[src/rtl/mem_access_pkg.sv]
// Shared types and op-decode helpers for the MEM-stage load/store sequencer.
package mem_access_pkg;

    typedef enum logic [2:0] {
        OP_LB  = 3'b000,
        OP_LH  = 3'b001,
        OP_LW  = 3'b010,
        OP_SB  = 3'b011,
        OP_LBU = 3'b100,
        OP_LHU = 3'b101,
        OP_SH  = 3'b110,
        OP_SW  = 3'b111
    } memop_e;

    typedef enum logic [1:0] {
        IDLE,
        ACCESS,
        SPLIT,
        RESP
    } state_e;

    function automatic logic [2:0] op_size(input logic [2:0] op);
        case (op)
            OP_LB, OP_LBU, OP_SB: op_size = 3'd1;
            OP_LH, OP_LHU, OP_SH: op_size = 3'd2;
            default:              op_size = 3'd4;
        endcase
    endfunction

    function automatic logic op_is_store(input logic [2:0] op);
        op_is_store = (op == OP_SB) || (op == OP_SH) || (op == OP_SW);
    endfunction

    function automatic logic op_is_legal(input logic [2:0] op);
        case (op)
            OP_LB, OP_LH, OP_LW, OP_SB,
            OP_LBU, OP_LHU, OP_SH, OP_SW: op_is_legal = 1'b1;
            default:                      op_is_legal = 1'b0;
        endcase
    endfunction

endpackage

[src/rtl/mem_access_ctrl_load_extend.sv]
// Sign/zero extension of raw little-endian load data according to MemOp.
module load_extend
    import mem_access_pkg::*;
(
    input  logic [31:0] i_raw,
    input  logic [2:0]  i_op,
    output logic [31:0] o_ext
);

    always_comb begin
        case (i_op)
            OP_LB:   o_ext = {{24{i_raw[7]}}, i_raw[7:0]};
            OP_LBU:  o_ext = {24'b0, i_raw[7:0]};
            OP_LH:   o_ext = {{16{i_raw[15]}}, i_raw[15:0]};
            OP_LHU:  o_ext = {16'b0, i_raw[15:0]};
            default: o_ext = i_raw;
        endcase
    end

endmodule

[src/rtl/mem_access_ctrl.sv]
// MEM-stage load/store sequencer: checks requests, splits misaligned
// accesses into byte accesses and returns results over valid/ready.
module mem_access_ctrl
    import mem_access_pkg::*;
#(
    parameter int ADDR_WIDTH       = 10,
    parameter bit SPLIT_MISALIGNED = 1'b1
) (
    input  logic        clk,
    input  logic        rst_n,
    input  logic        req_valid,
    output logic        req_ready,
    input  logic        req_we,
    input  logic [2:0]  req_op,
    input  logic [31:0] req_addr,
    input  logic [31:0] req_wdata,
    output logic        rsp_valid,
    input  logic        rsp_ready,
    output logic [31:0] rsp_rdata,
    output logic        rsp_fault,
    output logic        rsp_split,
    output logic        mem_read,
    output logic        mem_write,
    output logic [2:0]  mem_op,
    output logic [31:0] mem_addr,
    output logic [31:0] mem_wdata,
    input  logic [31:0] mem_rdata
);

    state_e      r_state;
    state_e      w_next;
    logic        r_we;
    logic [2:0]  r_op;
    logic [31:0] r_addr;
    logic [31:0] r_wdata;
    logic [1:0]  r_k;
    logic [31:0] r_asm;
    logic [31:0] r_rdata;
    logic        r_fault;
    logic        r_split;

    logic [2:0]  w_size;
    logic [2:0]  w_rsize;
    logic [32:0] w_end;
    logic        w_oob;
    logic        w_misal;
    logic        w_bad_op;
    logic        w_fault;
    logic        w_last;
    logic [31:0] w_asm_next;
    logic [31:0] w_ext_raw;
    logic [31:0] w_ext;

    assign w_size   = op_size(req_op);
    assign w_rsize  = op_size(r_op);
    // 33-bit end address so a request near 2^32 cannot wrap into range
    assign w_end    = {1'b0, req_addr} + {30'b0, w_size} - 33'd1;
    assign w_oob    = |(w_end >> ADDR_WIDTH);
    assign w_misal  = |(req_addr[1:0] & (w_size[1:0] - 2'd1));
    assign w_bad_op = !op_is_legal(req_op) || (req_we != op_is_store(req_op));
    assign w_fault  = w_bad_op || w_oob || (w_misal && !SPLIT_MISALIGNED);
    assign w_last   = ({1'b0, r_k} + 3'd1) == w_rsize;

    always_comb begin
        w_asm_next = r_asm;
        w_asm_next[{r_k, 3'b000} +: 8] = mem_rdata[7:0];
    end

    assign w_ext_raw = (r_state == SPLIT) ? w_asm_next : mem_rdata;

    load_extend u_ext (
        .i_raw (w_ext_raw),
        .i_op  (r_op),
        .o_ext (w_ext)
    );

    always_ff @(posedge clk or negedge rst_n) begin
        if (!rst_n) r_state <= IDLE;
        else        r_state <= w_next;
    end

    always_comb begin
        w_next = r_state;
        unique case (r_state)
            IDLE: begin
                if (req_valid) begin
                    if (w_fault)      w_next = RESP;
                    else if (w_misal) w_next = SPLIT;
                    else              w_next = ACCESS;
                end
            end
            ACCESS:  w_next = RESP;
            SPLIT:   if (w_last) w_next = RESP;
            RESP:    if (rsp_ready) w_next = IDLE;
            default: w_next = IDLE;
        endcase
    end

    always_comb begin
        req_ready = (r_state == IDLE);
        rsp_valid = (r_state == RESP);
        mem_read  = 1'b0;
        mem_write = 1'b0;
        mem_op    = 3'b000;
        mem_addr  = 32'b0;
        mem_wdata = 32'b0;
        unique case (r_state)
            ACCESS: begin
                mem_read  = !r_we;
                mem_write = r_we;
                mem_op    = r_op;
                mem_addr  = r_addr;
                mem_wdata = r_wdata;
            end
            SPLIT: begin
                mem_read  = !r_we;
                mem_write = r_we;
                mem_op    = r_we ? OP_SB : OP_LBU;
                mem_addr  = r_addr + {30'b0, r_k};
                mem_wdata = {24'b0, r_wdata[{r_k, 3'b000} +: 8]};
            end
            default: ;
        endcase
    end

    always_ff @(posedge clk or negedge rst_n) begin
        if (!rst_n) begin
            r_we    <= 1'b0;
            r_op    <= 3'b000;
            r_addr  <= 32'b0;
            r_wdata <= 32'b0;
            r_k     <= 2'b0;
            r_asm   <= 32'b0;
            r_rdata <= 32'b0;
            r_fault <= 1'b0;
            r_split <= 1'b0;
        end else begin
            unique case (r_state)
                IDLE: begin
                    if (req_valid) begin
                        r_we    <= req_we;
                        r_op    <= req_op;
                        r_addr  <= req_addr;
                        r_wdata <= req_wdata;
                        r_k     <= 2'b0;
                        r_asm   <= 32'b0;
                        r_rdata <= 32'b0;
                        r_fault <= w_fault;
                        r_split <= w_misal && !w_fault;
                    end
                end
                ACCESS: begin
                    if (!r_we) r_rdata <= w_ext;
                end
                SPLIT: begin
                    r_k   <= r_k + 2'd1;
                    r_asm <= w_asm_next;
                    if (w_last && !r_we) r_rdata <= w_ext;
                end
                default: ;
            endcase
        end
    end

    assign rsp_rdata = r_rdata;
    assign rsp_fault = r_fault;
    assign rsp_split = r_split;

endmodule

[config.mk]
export PLATFORM = sky130hd
export DESIGN_NAME = mem_access_ctrl
export DESIGN_NICKNAME = d
export VERILOG_FILES = /design/src/rtl/mem_access_pkg.sv /design/src/rtl/mem_access_ctrl_load_extend.sv /design/src/rtl/mem_access_ctrl.sv
export SDC_FILE = /design/constraint.sdc
export NUM_CORES = 1
export LEC_CHECK = 0
export ABC_AREA = 0
export CAP_MARGIN = 15
export CORE_MARGIN = 3
export CORE_UTILIZATION = 40
export DETAILED_ROUTE_END_ITERATION = 7
export DONT_BUFFER_PORTS = 1
export GPL_ROUTABILITY_DRIVEN = 1
export PLACE_DENSITY_LB_ADDON = 0.08
export SETUP_SLACK_MARGIN = 0.05
export SLEW_MARGIN = 20
export SYNTH_ARGS = -nofsm -noshare
export SYNTH_HDL_FRONTEND = slang
export SYNTH_SLANG_ARGS = --single-unit
[constraint.sdc]
create_clock -name clk -period 3.35 [get_ports clk]
set_input_delay 0.67 -clock clk [delete_from_list [all_inputs] [get_ports clk]]
set_output_delay 0.67 -clock clk [all_outputs]
set_load 0.01 [all_outputs]
==> qor.yml <==
logic_synthesis:
  synth_cells: 1216
  synth-edff-count: 0
  syn_area_sq_mm: 0.01026
  syn_area_per_cell_sq_um: 8.435
  ys_ff_latch: 138
  synth_top_cell_by_area: "dfrtp_1"
  synth.distinct_cells: 67
  synth_top_area_share: 0.3367
  yosys_warnings: 0
  synth_ff_type: "dfrtp_1"
  yosysSeqAreaShare: 0.3367
  synthArstFlopShare: 1.000
  syn_nets: 1367
  synthTopCellsByArea: "dfrtp_1 34%, ha_1 5.6%, nand2_1 5.3%"
floorplanning:
  io_pins: 209
  start_util: 0.4145
  core_sq_mm: 0.02475
  chipHeight_microns: 166.1
  rows: 57
  die_width_microns: 166.1
  die-area_sq_mm: 0.02760
pwr:
  leakagePower_nw: 5.921
  peakVddDrop_mv: 0.4987
  power.density_mw_per_mm2: 784.5
critical_path:
  crit_path_start_kind: "primary input"
  critPathKind: "in -> reg"
  path_max_fanout: 5
  worst_ep_required_time_ns: 3.63
  end_kind: "flip-flop"
  worstPathArrival_ns: 4.11
outcome:
  status: "complete, but fails checks"
  violations: "hold timing, setup timing"
routing:
  vias: 9495
  drt-initial-drc-count: 713
  drc: 0
  wl_per_cell_microns: 20.26
  viasPerCell: 5.699
  ant_nets: 0
  firstDrtPassIters: 6
  routed_wl_mm: 33.76
sta:
  timing.fmax_ghz: 0.2611
  worst-slew-pin-transition_ns: 0.9240
  tns_ns: -1.860
  whs_ns: -0.07296
  min_period_over_period: 1.143
  setup_slack_ns: -0.4802
  slew_headroom: 0.3839
  min_period_ns: 3.830
  skew_ns: 0.01195
  hold_violations: 138
  setup_viol: 5
  rsz0062_at_grt: "yes"
  drv_slew: 0
global_route:
  busiest_layer: "met2"
  first_global_vias: 9264
  grt_use_met2: 0.3981
  use_met1: 0.3140
  grt_max_degree: 139
  grt_overflow: 0
  track_usage: 0.2380
  antenna_found_initial: 2
  grt_pass1_wl_mm: 52.78
  use_met3: 0.04927
finish:
  layout_commonest_cell: "buf_4"
  fin_nets: 1478
  final_util: 0.5148
  areaGrowthSynthToFinish_pct: 24.20
  fillers: 2383
  layout-drive-gt1-share: 0.2552
  multiInputGateArea_sq_mm: 0.006698
  final_cell_mix: "164 x buf_4, 139 x nand2_1, 136 x dfrtp_1"
  seq_area_sq_mm: 0.003456
  fin_cells: 1666
cts:
  path_clk_slew_ns: 0.07
  clk_latency_ns: 0.43
  tritoncts: "done"
  cts_max_level: 4
  cts_buffer_depth: 2
  root_buffer: "clkbuf_16"
  cts_buffers: 17
  cts_sinks: 138
place:
  dp_cells: 1619
  io_buffers: 0
  dp.final_hpwl_mm: 25.03
  gp_congestion: 0.8848
job:
  max_cap_violations: 0
worst_hold_path:
  hold_class: "in -> async"
stage by stage:
step	total power [mW]	area (sq um)	setup slack (ns)
2_1_floorplan	6.355	10340	-0.7124
3_3_place_gp	7.834	11680	-0.9540
3_5_place_dp	7.903	11680	-1.011
4_1_cts	9.911	12490	-0.4714
5_1_grt	10.72	12740	-0.6234
6_report	9.994	12740	-0.4802
per-layer routing:
layer	vias to the layer above	part of all wire	wire length [microns]
li1	4578	-	-
met2	236	0.49	16510
met5	-	0.00027	9
met1	4637	0.44	14720
met4	2	0.020	688
met3	42	0.054	1829
worst paths after layout:
check                                      start                         to  slack [ns]  cells past startpoint
max                                    req_op[2]      rsp_fault$_DFFE_PN0P_       -0.48                     17
max reg2reg                   r_k[0]$_DFFE_PN0P_  rsp_rdata[29]$_DFFE_PN0P_        0.20                     12
min in group clk                   req_wdata[18]    r_wdata[18]$_DFFE_PN0P_        0.39                      1
max in group asynchronous                  rst_n     r_addr[17]$_DFFE_PN0P_        3.19                      0
min reg2reg                r_asm[16]$_DFFE_PN0P_      r_asm[16]$_DFFE_PN0P_        0.50                      1
min                                        rst_n   rsp_rdata[9]$_DFFE_PN0P_       -0.07                      0
critical path, cell delays in order:
cell	delay (ns)
nand2_4	0.03
mux2_4	0.28
ha_4	0.18
or2_4	0.23
ha_4	0.15
inv_2	0.06
ha_4	0.14
nand2b_4	0.06
a2111o_1	0.43
a2111oi_4	0.31
nor2_2	0.11
o2111ai_1	0.17
and4bb_2	0.24
nand4_1	0.13
or4_1	0.50
and4b_2	0.34
o21ai_1	0.06
final cells by class:
type                       instances  share of cell area
clock buffer                      18             0.03369
clock inverter                    14             0.01012
tap                              324             0.03182
timing repair buffer             176              0.1082
antenna                            2           0.0003929
sequential                       138              0.2713
multi-input combinational        931              0.5257
inverter                          63             0.01876
cell usage after synthesis (all sizes together), types with 4 or more instances:
library cell  number
nor3b              4
mux4               8
nor2b             75
nand3             19
nor3              18
o22ai             10
a22o              40
inv               63
xnor2             22
clkbuf            76
nand2b             6
nor2              42
a21o              48
and2              29
and3               8
nand4             15
o21a               6
buf                8
mux2              38
a211oi            27
o21ai            108
or3                5
or2                6
xor2              15
a21boi             6
mux2i              7
o211ai             6
nand2            145
a22oi             42
dfrtp            138
a21oi             71
ha                46
o21bai             7
o31ai              5
power by group:
group          internal, mW  switching (mW)  leakage, nW
clock                 0.977           0.859        0.264
combinational          2.21            2.97         3.89
sequential             2.28           0.691         1.77
total                  5.48            4.52         5.92
cells by family after synthesis:
logic type,Yosys count,share of synthesized area
buf+inv,147,0.05477
fa+ha+maj,47,0.05806
simple gates,391,0.1930
xor+xnor,37,0.03159
flops,138,0.3367
compound gates,403,0.2598
mux,53,0.06611
timing repair:
action,in CTS,in global routing
gates resized for setup,46,47
pin swaps,21,28
setup endpoints to repair,41,46
hold endpoints to repair,138,138
setup buffers,7,6
gates cloned,0,0
sequential cells by signal, summed over array words and instances, names as in the netlist:
name	cells
rsp_split	1
r_op	3
r_asm	32
r_we	1
r_addr	32
r_state	2
r_wdata	32
rsp_fault	1
r_k	2
rsp_rdata	32
Power figures use the tool's default switching activity.
